File: src/rtl/chicken_pkg.sv
// rtl/chicken_pkg.sv - shared state, player and picture definitions for the Chicken Cha-Cha-Cha game flow
package chicken_pkg;

  localparam int NUM_PLAYERS = 3;
  localparam int PIC_W       = 4;

  localparam logic [1:0] P_NONE = 2'd0;
  localparam logic [1:0] P1     = 2'd1;
  localparam logic [1:0] P2     = 2'd2;
  localparam logic [1:0] P3     = 2'd3;

  typedef enum logic [2:0] {
    ST_IDLE      = 3'd0,
    ST_WAIT_FLIP = 3'd1,
    ST_EVAL      = 3'd2,
    ST_ADVANCE   = 3'd3,
    ST_CHECK     = 3'd4,
    ST_PASS      = 3'd5,
    ST_WIN       = 3'd6
  } state_e;

  // Turn order 1->2->3->1; never yields P_NONE.
  function automatic logic [1:0] next_player(input logic [1:0] p);
    return (p == P3) ? P1 : p + 2'd1;
  endfunction

endpackage

File: src/rtl/turn_sequencer_if.sv
// rtl/turn_sequencer_if.sv - card-flip input and move-strobe output bundle of turn_sequencer
interface turn_sequencer_if;
  import chicken_pkg::*;

  logic             start;
  logic             flip_valid;
  logic [3:0]       flip_idx;
  logic [PIC_W-1:0] flip_pic;
  logic [PIC_W-1:0] tile_pic;
  logic             W;
  logic [1:0]       T;
  logic             B;
  logic             turn_pulse;
  logic             flip_reject;
  logic             game_over;
  logic [1:0]       winner;

  modport master (
    output start, flip_valid, flip_idx, flip_pic, tile_pic, W,
    input  T, B, turn_pulse, flip_reject, game_over, winner
  );

  modport slave (
    input  start, flip_valid, flip_idx, flip_pic, tile_pic, W,
    output T, B, turn_pulse, flip_reject, game_over, winner
  );

endinterface

File: src/rtl/turn_sequencer_turn_timer.sv
// rtl/turn_sequencer_turn_timer.sv - saturating per-turn wait counter with clear and expire
module turn_timer #(
  parameter int unsigned TIMEOUT_CYCLES = 1_000_000_000
) (
  input  logic clk,
  input  logic rst,
  input  logic clr,
  input  logic en,
  output logic expire
);

  localparam int CNT_W = ($clog2(TIMEOUT_CYCLES) < 1) ? 1 : $clog2(TIMEOUT_CYCLES);
  localparam logic [CNT_W-1:0] LAST = CNT_W'(TIMEOUT_CYCLES - 1);

  logic [CNT_W-1:0] cnt_q, cnt_d;

  always_comb begin
    cnt_d = cnt_q;
    if (clr) begin
      cnt_d = '0;
    end else if (en && (cnt_q != '1)) begin
      cnt_d = cnt_q + CNT_W'(1);
    end
  end

  always_ff @(posedge clk) begin
    if (rst) begin
      cnt_q <= '0;
    end else begin
      cnt_q <= cnt_d;
    end
  end

  assign expire = (cnt_q == LAST);

endmodule

File: src/rtl/turn_sequencer.sv
// rtl/turn_sequencer.sv - game-flow FSM: turn ownership, flip evaluation and advance strobes for check_win
import chicken_pkg::*;

module turn_sequencer #(
  parameter int unsigned NUM_CARDS      = 12,
  parameter int unsigned TIMEOUT_CYCLES = 1_000_000_000
) (
  input  logic            clk,
  input  logic            rst,
  turn_sequencer_if.slave bus
);

  state_e                 state_q, state_d;
  logic [1:0]             t_q, t_d;
  logic                   b_q, b_d;
  logic                   turn_pulse_q, turn_pulse_d;
  logic                   flip_reject_q, flip_reject_d;
  logic                   game_over_q, game_over_d;
  logic [1:0]             winner_q, winner_d;
  logic [NUM_CARDS-1:0]   mask_q, mask_d;
  logic [PIC_W-1:0]       flip_pic_q, flip_pic_d;
  logic [PIC_W-1:0]       tile_pic_q, tile_pic_d;

  logic tmr_clr, tmr_en, tmr_expire;
  logic idx_ok, flip_ok;

  turn_timer #(.TIMEOUT_CYCLES(TIMEOUT_CYCLES)) u_turn_timer (
    .clk    (clk),
    .rst    (rst),
    .clr    (tmr_clr),
    .en     (tmr_en),
    .expire (tmr_expire)
  );

  assign idx_ok  = ({28'd0, bus.flip_idx} < NUM_CARDS);
  assign flip_ok = idx_ok && !mask_q[bus.flip_idx];

  always_comb begin
    state_d       = state_q;
    t_d           = t_q;
    b_d           = 1'b0;
    turn_pulse_d  = 1'b0;
    flip_reject_d = 1'b0;
    game_over_d   = game_over_q;
    winner_d      = winner_q;
    mask_d        = mask_q;
    flip_pic_d    = flip_pic_q;
    tile_pic_d    = tile_pic_q;
    tmr_clr       = 1'b0;
    tmr_en        = 1'b0;

    case (state_q)
      ST_IDLE: begin
        if (bus.start) begin
          t_d          = P1;
          turn_pulse_d = 1'b1;
          mask_d       = '0;
          tmr_clr      = 1'b1;
          state_d      = ST_WAIT_FLIP;
        end
      end
      ST_WAIT_FLIP: begin
        tmr_en = 1'b1;
        // An accepted flip beats a timeout expiring in the same cycle.
        if (bus.flip_valid && flip_ok) begin
          flip_pic_d             = bus.flip_pic;
          tile_pic_d             = bus.tile_pic;
          mask_d[bus.flip_idx]   = 1'b1;
          tmr_clr                = 1'b1;
          state_d                = ST_EVAL;
        end else begin
          flip_reject_d = bus.flip_valid;
          if (tmr_expire) begin
            state_d = ST_PASS;
          end
        end
      end
      ST_EVAL: begin
        if (flip_pic_q == tile_pic_q) begin
          b_d     = 1'b1;
          state_d = ST_ADVANCE;
        end else begin
          state_d = ST_PASS;
        end
      end
      ST_ADVANCE: state_d = ST_CHECK;
      ST_CHECK: begin
        // check_win has consumed B by now, so W reflects this move.
        if (bus.W) begin
          winner_d    = t_q;
          game_over_d = 1'b1;
          state_d     = ST_WIN;
        end else begin
          state_d = ST_WAIT_FLIP;
        end
      end
      ST_PASS: begin
        t_d          = next_player(t_q);
        turn_pulse_d = 1'b1;
        mask_d       = '0;
        tmr_clr      = 1'b1;
        state_d      = ST_WAIT_FLIP;
      end
      ST_WIN:  state_d = ST_WIN;
      default: state_d = ST_IDLE;
    endcase
  end

  always_ff @(posedge clk) begin
    if (rst) begin
      state_q       <= ST_IDLE;
      t_q           <= P_NONE;
      b_q           <= 1'b0;
      turn_pulse_q  <= 1'b0;
      flip_reject_q <= 1'b0;
      game_over_q   <= 1'b0;
      winner_q      <= P_NONE;
      mask_q        <= '0;
      flip_pic_q    <= '0;
      tile_pic_q    <= '0;
    end else begin
      state_q       <= state_d;
      t_q           <= t_d;
      b_q           <= b_d;
      turn_pulse_q  <= turn_pulse_d;
      flip_reject_q <= flip_reject_d;
      game_over_q   <= game_over_d;
      winner_q      <= winner_d;
      mask_q        <= mask_d;
      flip_pic_q    <= flip_pic_d;
      tile_pic_q    <= tile_pic_d;
    end
  end

  assign bus.T           = t_q;
  assign bus.B           = b_q;
  assign bus.turn_pulse  = turn_pulse_q;
  assign bus.flip_reject = flip_reject_q;
  assign bus.game_over   = game_over_q;
  assign bus.winner      = winner_q;

endmodule

File: src/flat_wrapper.sv
// flat-port wrapper written by rule: the top's interface ports become plain ports
module turn_sequencer_flat 
#(
  parameter int unsigned NUM_CARDS      = 12,
  parameter int unsigned TIMEOUT_CYCLES = 1_000_000_000
)
  (clk, rst, bus_start, bus_flip_valid, bus_flip_idx, bus_flip_pic, bus_tile_pic, bus_W, bus_T, bus_B, bus_turn_pulse, bus_flip_reject, bus_game_over, bus_winner);
  turn_sequencer_if bus_i ();
  input  logic clk;
  input  logic rst;
  input wire logic [$bits(bus_i.start)-1:0] bus_start;
  input wire logic [$bits(bus_i.flip_valid)-1:0] bus_flip_valid;
  input wire logic [$bits(bus_i.flip_idx)-1:0] bus_flip_idx;
  input wire logic [$bits(bus_i.flip_pic)-1:0] bus_flip_pic;
  input wire logic [$bits(bus_i.tile_pic)-1:0] bus_tile_pic;
  input wire logic [$bits(bus_i.W)-1:0] bus_W;
  output wire logic [$bits(bus_i.T)-1:0] bus_T;
  output wire logic [$bits(bus_i.B)-1:0] bus_B;
  output wire logic [$bits(bus_i.turn_pulse)-1:0] bus_turn_pulse;
  output wire logic [$bits(bus_i.flip_reject)-1:0] bus_flip_reject;
  output wire logic [$bits(bus_i.game_over)-1:0] bus_game_over;
  output wire logic [$bits(bus_i.winner)-1:0] bus_winner;
  assign bus_i.start = bus_start;
  assign bus_i.flip_valid = bus_flip_valid;
  assign bus_i.flip_idx = bus_flip_idx;
  assign bus_i.flip_pic = bus_flip_pic;
  assign bus_i.tile_pic = bus_tile_pic;
  assign bus_i.W = bus_W;
  assign bus_T = bus_i.T;
  assign bus_B = bus_i.B;
  assign bus_turn_pulse = bus_i.turn_pulse;
  assign bus_flip_reject = bus_i.flip_reject;
  assign bus_game_over = bus_i.game_over;
  assign bus_winner = bus_i.winner;
  turn_sequencer #(.NUM_CARDS(NUM_CARDS), .TIMEOUT_CYCLES(TIMEOUT_CYCLES)) u_core (.clk(clk), .rst(rst), .bus(bus_i));
endmodule
File: config.mk
export PLATFORM = sky130hd
export DESIGN_NAME = turn_sequencer_flat
export DESIGN_NICKNAME = d
export VERILOG_FILES = /design/src/rtl/chicken_pkg.sv /design/src/rtl/turn_sequencer_if.sv /design/src/rtl/turn_sequencer_turn_timer.sv /design/src/rtl/turn_sequencer.sv /design/src/flat_wrapper.sv
export SDC_FILE = /design/constraint.sdc
export NUM_CORES = 1
export LEC_CHECK = 0
export BUFFER_PORTS_ARGS = -buffer_cell sky130_fd_sc_hd__buf_4
export CORE_ASPECT_RATIO = 1.75
export CORE_UTILIZATION = 54
export DETAILED_ROUTE_END_ITERATION = 8
export PLACE_DENSITY = 0.87
export SLEW_MARGIN = 15
export SYNTH_ARGS = -nofsm -noshare
export SYNTH_HDL_FRONTEND = slang
export SYNTH_SLANG_ARGS = --single-unit
File: constraint.sdc
create_clock -name clk -period 1.8 [get_ports clk]
set_input_delay 0.18 -clock clk [delete_from_list [all_inputs] [get_ports clk]]
set_output_delay 0.18 -clock clk [all_outputs]
set_load 0.005 [all_outputs]
==> results_dict.tcl, run 1 <==
set metrics [dict create \
    leakage_nw 1.48 \
    final_common_cell "buf_4" \
    max_slew_margin 0.687 \
    cts_tree "done" \
    die_w_um 59.0 \
    placementRows 36 \
    path_class "flip-flop to flip-flop" \
    antenna_found_initial 0 \
    worstSkewPairLatency_ps 350 \
    drtIter0Drc 195 \
    io_buffer_count 24 \
    synth_edf_count 0 \
    cp_max_fo 6 \
    synth-async-reset-ratio 0 \
    drc 0 \
    core_mm2 0.00550 \
    postSynthCellCount 361 \
    first_global_vias 3014 \
    diodes 0 \
    root_buffer "clkbuf_8" \
    vias 3203 \
    violations "setup timing" \
    num_io_pins 25 \
    maxCapViolCount 0 \
    dpl_cell_area_mm2 0.00369 \
    dpl.hpwl_mm 5.85 \
    layout_common_cells "buf_4, dfxtp_1, nand2_1, o21ai_0, nor2_1" \
    grt_util_all_layers 0.296 \
    grt-ovfl-total 0 \
    ys_types 51 \
    synth_ff_type "dfxtp_1" \
    hold_viol 0 \
    fin_skew_ps 7.83 \
    wl_per_cell_um 17.9 \
    ys.warnings.count 0 \
    fmax_mhz 539 \
    cts_hold_buf 0 \
    cts_buffers 9 \
    peakVddDrop_uv 639 \
    die_y_um 102 \
    die_area_mm2 0.00599 \
    grt_pass1_wl_mm 13.1 \
    powerDensity_mw_per_mm2 726 \
    cts_max_level 3 \
    wirelength_mm 9.35 \
    nNetsFinal 460 \
    drv_slew 0 \
    status "finished, violations left" \
    worst_slew_pin_slew_ps 468 \
    finalCoreUtilization 0.762 \
    syn-mean-instance-area_um2 8.49 \
    ys_seq_elements 61 \
    grt_max_degree 31 \
    initial_utilization 0.558 \
    cts_buffer_depth 2 \
    globalplace.congestion 0.904 \
    startpoint_type "flip-flop" \
    min_period_ps 1850 \
    drtAntennaViolNets 0 \
    fin_ws_ps -54.9 \
    syn_to_final_growth_pct 36.5 \
    stdcell_area_mm2 0.00419 \
    setup_viol 15 \
    whs_ps 87.8 \
    hp-class "input pin to flip-flop" \
    ys_seq_area_frac 0.398 \
    syn_area_mm2 0.00307 \
    cp.required_ps 2080 \
    clkTransAtPathRegs_ps 70 \
    rsz0062_at_grt "true" \
    vias_per_cell 6.14 \
    cts_sinks 61 \
    syn_nets 380 \
    timing.final.crit_share 1.03 \
    nFillCells 357 \
    crit_path_end_kind "flip-flop" \
    crit_arrival_ps 2130 \
    p_total_mw 3.04 \
    first_pass_iters 5 \
    drive_gt1_frac 0.386 \
]
-- layer usage --
metal | share of wire | vias up | global-route usage | wire [µm]
li1 | - | 1490 | - | -
met1 | 0.32 | 1519 | 0.262 | 3000
met2 | 0.55 | 136 | 0.559 | 5130
met3 | 0.054 | 58 | 0.0766 | 508
met4 | 0.076 | 0 | 0.200 | 713
met5 | 0 | - | 0 | 0
-- final timing paths --
check	startpoint	to	slack (ps)	cells past startpoint
setup / recovery	u_core.u_turn_timer.cnt_q[17]$_SDFFE_PP0P_	u_core.u_turn_timer.cnt_q[4]$_SDFFE_PP0P_	-50	7
hold reg to reg	u_core.mask_q[5]$_SDFFE_PP0P_	u_core.mask_q[5]$_SDFFE_PP0P_	460	2
setup reg to reg	u_core.u_turn_timer.cnt_q[17]$_SDFFE_PP0P_	u_core.u_turn_timer.cnt_q[4]$_SDFFE_PP0P_	-50	7
hold / removal	bus_tile_pic[3]	u_core.tile_pic_q[3]$_SDFFE_PP0P_	90	3
-- synthesized netlist by cell type (all sizes together), types with 8 or more instances --
library cell / count / area (µm²)
o31ai: 8 / 60.1
nor2: 25 / 93.8
nand2b: 11 / 68.8
nand4b: 11 / 96.3
a21oi: 29 / 171
or3: 15 / 93.8
o21ai: 36 / 184
nand4: 11 / 75.1
nand3: 15 / 85.1
or4: 9 / 71.3
nand2: 34 / 128
buf: 11 / 85.1
dfxtp: 61 / 1220
clkbuf: 9 / 33.8
-- where the power goes --
group / leakage [nW] / switching (mW) / internal, mW / total [mW]
Clock: 0.112 / 0.537 / 0.745 / 1.28
Sequential: 0.503 / 0.0228 / 1.37 / 1.39
Combinational: 0.869 / 0.199 / 0.165 / 0.364
-- logic make-up (layout without fill, tap and decap cells) --
family,after synthesis,count (layout),synth area share
flops,61,61,0.398
fa+ha+maj,2,2,0.00816
xor+xnor,10,10,0.0286
buf+inv,26,111,0.0461
simple gates,165,165,0.307
mux,8,8,0.0302
compound gates,89,89,0.182
-- registers in the layout, indices dropped and copies added, names as in the netlist --
register and count:
u_core.u_turn_timer.cnt_q 30, u_core.bus.winner 2, u_core.bus.T 2, u_core.bus.game_over 1
u_core.flip_pic_q 4, u_core.bus.flip_reject 1, u_core.mask_q 12, u_core.tile_pic_q 4
u_core.state_q 3, u_core.bus.B 1, u_core.bus.turn_pulse 1
-- critical path: stages, from the launching register on --
cell and delay [ps]:
dfxtp_1 350, nand4_1 200, or4_4 520, o21ai_4 190
buf_6 150, buf_6 120, o21ai_1 80, a21oi_1 170
-- area by class of cell --
class / instances / area [µm²] / area share
inverter: 6 / 22.5 / 0.00538
sequential: 61 / 1250 / 0.299
clock inverter: 4 / 45.0 / 0.0108
multi-input combinational: 274 / 1890 / 0.452
clock buffer: 12 / 165 / 0.0395
timing repair buffer: 89 / 714 / 0.171
tap: 76 / 95.1 / 0.0227
-- what timing repair did --
item | CTS | global route
pin swaps | 5 | 19
endpoints found under the setup margin | 19 | 39
setup buffers | 2 | 2
gates resized for setup | 22 | 52
gates cloned | 1 | 0
-- metrics by stage --
step | cells | worst slack, ps | setup TNS (ps)
after floorplan | 361 | 0.681 | 0
after global placement | 501 | -41.7 | -66.2
after detailed placement | 501 | -77.8 | -456
after CTS | 520 | -12.9 | -52.4
after global routing | 522 | -159 | -2740
final | 522 | -54.9 | -310
Note: power is estimated with default switching activity, not from simulation.
==> run 2: changes to the inputs <==
--- a/config.mk
+++ b/config.mk
@@ -7,9 +7,10 @@
 export LEC_CHECK = 0
 export BUFFER_PORTS_ARGS = -buffer_cell sky130_fd_sc_hd__buf_4
 export CORE_ASPECT_RATIO = 1.75
-export CORE_UTILIZATION = 54
+export CORE_UTILIZATION = 56
+export CTS_BUF_LIST = sky130_fd_sc_hd__clkbuf_4 sky130_fd_sc_hd__clkbuf_8
 export DETAILED_ROUTE_END_ITERATION = 8
-export PLACE_DENSITY = 0.87
+export PLACE_DENSITY = 0.89
 export SLEW_MARGIN = 15
 export SYNTH_ARGS = -nofsm -noshare
 export SYNTH_HDL_FRONTEND = slang
==> results_dict.tcl, run 2 (synthesis results as in run 1) <==
set metrics [dict create \
    status "finished, violations left" \
    violations "DRC, setup timing" \
    path_class "flip-flop to flip-flop" \
    cp_max_fo 5 \
    rsz0062_at_grt "true" \
    cts_max_level 3 \
    fin_skew_ps 11.9 \
    core_mm2 0.00526 \
    stdcell_area_mm2 0.00431 \
    grt_pass1_wl_mm 14.9 \
    drtAntennaViolNets 0 \
    clockPowerShare 0.415 \
    drive_gt1_frac 0.416 \
    worstSkewPairLatency_ps 370 \
    first_pass_iters 9 \
    clkTransAtPathRegs_ps 80 \
    grt_max_degree 31 \
    fmax_mhz 502 \
    die_w_um 57.9 \
    cpMostUsedCell "buf_6" \
    cts_buffer_depth 2 \
    drtIter0Drc 412 \
    regArea_mm2 0.00125 \
    timing.rr.end "u_core.u_turn_timer.cnt_q[25]$_SDFFE_PP0P_" \
    leakage_nw 1.53 \
    syn_to_final_growth_pct 40.4 \
    r2r_start "u_core.u_turn_timer.cnt_q[5]$_SDFFE_PP0P_" \
    wl_per_cell_um 21.9 \
    multi_input_area_mm2 0.00196 \
    crit_arrival_ps 2290 \
    die_area_mm2 0.00579 \
    dpl_cell_area_mm2 0.00364 \
    largest_reg_flops 30 \
    cts_tree "done" \
    root_buffer "clkbuf_8" \
    setup_viol 29 \
    switching_share 0.287 \
    hp-class "input pin to flip-flop" \
    crit_path_end_kind "flip-flop" \
    final_common_cell "buf_4" \
    setup_tns_ps -3440 \
    nNetsFinal 468 \
    peakVddDrop_uv 530 \
    first_global_vias 3249 \
    reg_top3 "u_core.u_turn_timer.cnt_q: 30 flops, u_core.mask_q: 12 flops" \
    cts_sinks 61 \
    power_frac_seq 0.453 \
    worst_slew_pin_slew_ps 440 \
    cts_buffers 9 \
    vias 3443 \
    globalplace.congestion 0.994 \
    pre_cts_slack_ps -112 \
    vias_per_cell 6.76 \
    placementRows 35 \
    max_slew_margin 0.704 \
    hold_viol 0 \
    p_int_mw 2.19 \
    grt-ovfl-total 0 \
    maxCapViolCount 0 \
    crit_path_cell_trace "buf_6, nand4_1, nand4b_1, buf_4, o2111ai_4, buf_6, o21ai_1, a21oi_1" \
    drv_slew 0 \
    min-delay-start "bus_tile_pic[2]" \
    layout_common_cells "buf_4, dfxtp_1, nand2_1, o21ai_0, nor2_1" \
    startpoint_type "flip-flop" \
    combPwrFrac 0.132 \
    powerDensity_mw_per_mm2 714 \
    fin_cells 509 \
    r2r_cells 8 \
    io_buffer_count 24 \
    cpPeakStageDelay_ps 390 \
    cp.required_ps 2100 \
    post-place-cells 477 \
    switchingPower_mw 0.881 \
    slowest_stage "nand4b_1" \
    die_y_um 99.9 \
    grt_util_all_layers 0.346 \
    whs_path_depth 3 \
    whs_endpoint "u_core.tile_pic_q[2]$_SDFFE_PP0P_" \
    wirelength_mm 11.2 \
    num_io_pins 25 \
    timing.final.crit_share 1.11 \
    largest_register "u_core.u_turn_timer.cnt_q" \
    nFillCells 277 \
    min_period_ps 1990 \
    cts_hold_buf 0 \
    drc 3 \
    diodes 0 \
    fin_ws_ps -192 \
    dpl.hpwl_mm 5.85 \
    antenna_found_initial 0 \
    r2r_setup_slack_ps -190 \
    finalCoreUtilization 0.819 \
    initial_utilization 0.583 \
]
## run 2: changes by cell type in the layout (fill, tap and decap cells not counted), sizes merged
cell and delta:
inv +1, clkbuf -3, buf +8, clkinv -1, clkinvlp +3
## run 2: worst max-delay path, delay by kind of cell, from the launching register on
kind,cells,cell delay [ps]
AO/OA/AOI/OAI,3,430
buffers and inverters,3,510
flip-flops,1,360
AND/OR/NAND/NOR,2,620
## run 2: area by class of cell
| type | count | area share |
|---|---|---|
| Multi-Input combinational cell | 274 | 0.456 |
| Sequential cell | 61 | 0.291 |
| Timing Repair Buffer | 97 | 0.185 |
| Clock buffer | 9 | 0.0288 |
| Clock inverter | 7 | 0.0174 |
| Tap cell | 55 | 0.0160 |
| Inverter | 6 | 0.00523 |
## run 2: worst max path at each step
stage,startpoint,end,slack (ps),depth (start not counted)
after CTS,u_core.u_turn_timer.cnt_q[0]$_SDFFE_PP0P_,u_core.u_turn_timer.cnt_q[17]$_SDFFE_PP0P_,-30,7
after global routing,u_core.u_turn_timer.cnt_q[5]$_SDFFE_PP0P_,u_core.u_turn_timer.cnt_q[25]$_SDFFE_PP0P_,-280,8
after detailed placement,u_core.u_turn_timer.cnt_q[1]$_SDFFE_PP0P_,u_core.u_turn_timer.cnt_q[19]$_SDFFE_PP0P_,-110,7
after global placement,u_core.u_turn_timer.cnt_q[9]$_SDFFE_PP0P_,u_core.u_turn_timer.cnt_q[19]$_SDFFE_PP0P_,-60,6
after floorplan,u_core.u_turn_timer.cnt_q[1]$_SDFFE_PP0P_,u_core.u_turn_timer.cnt_q[17]$_SDFFE_PP0P_,0.7,7
final,u_core.u_turn_timer.cnt_q[5]$_SDFFE_PP0P_,u_core.u_turn_timer.cnt_q[25]$_SDFFE_PP0P_,-190,8
## run 2: layer usage
metal	track usage	share of wire	up-vias
met5	0	0	-
met4	0.288	0.085	0
met3	0.0773	0.073	98
met2	0.617	0.53	230
met1	0.320	0.31	1608
li1	-	-	1507
## run 2: what timing repair did
| item | CTS | global route |
|---|---|---|
| hold endpoints to repair | 0 | 0 |
| buffers inserted | 8 | 6 |
| pin swaps | 14 | 24 |
| setup endpoints to repair | 26 | 45 |
| gates resized for setup | 36 | 67 |
| cloned | 3 | 0 |
## run 2: metrics by stage
stage               total power [mW]  hold WS, ps
global route                    3.15         96.4
floorplan                       1.62          350
CTS                             2.98         75.9
finish                          3.07         73.8
global placement                1.71          434
detailed placement              1.72          443
## run 2: power by group through the flow
stage	logic [mW]	clock network [mW]	registers (mW)
final	0.406	1.28	1.39
after global placement	0.289	0	1.42
after CTS	0.332	1.25	1.39
after floorplan	0.203	0	1.41
after detailed placement	0.297	0	1.42
after global routing	0.424	1.33	1.39
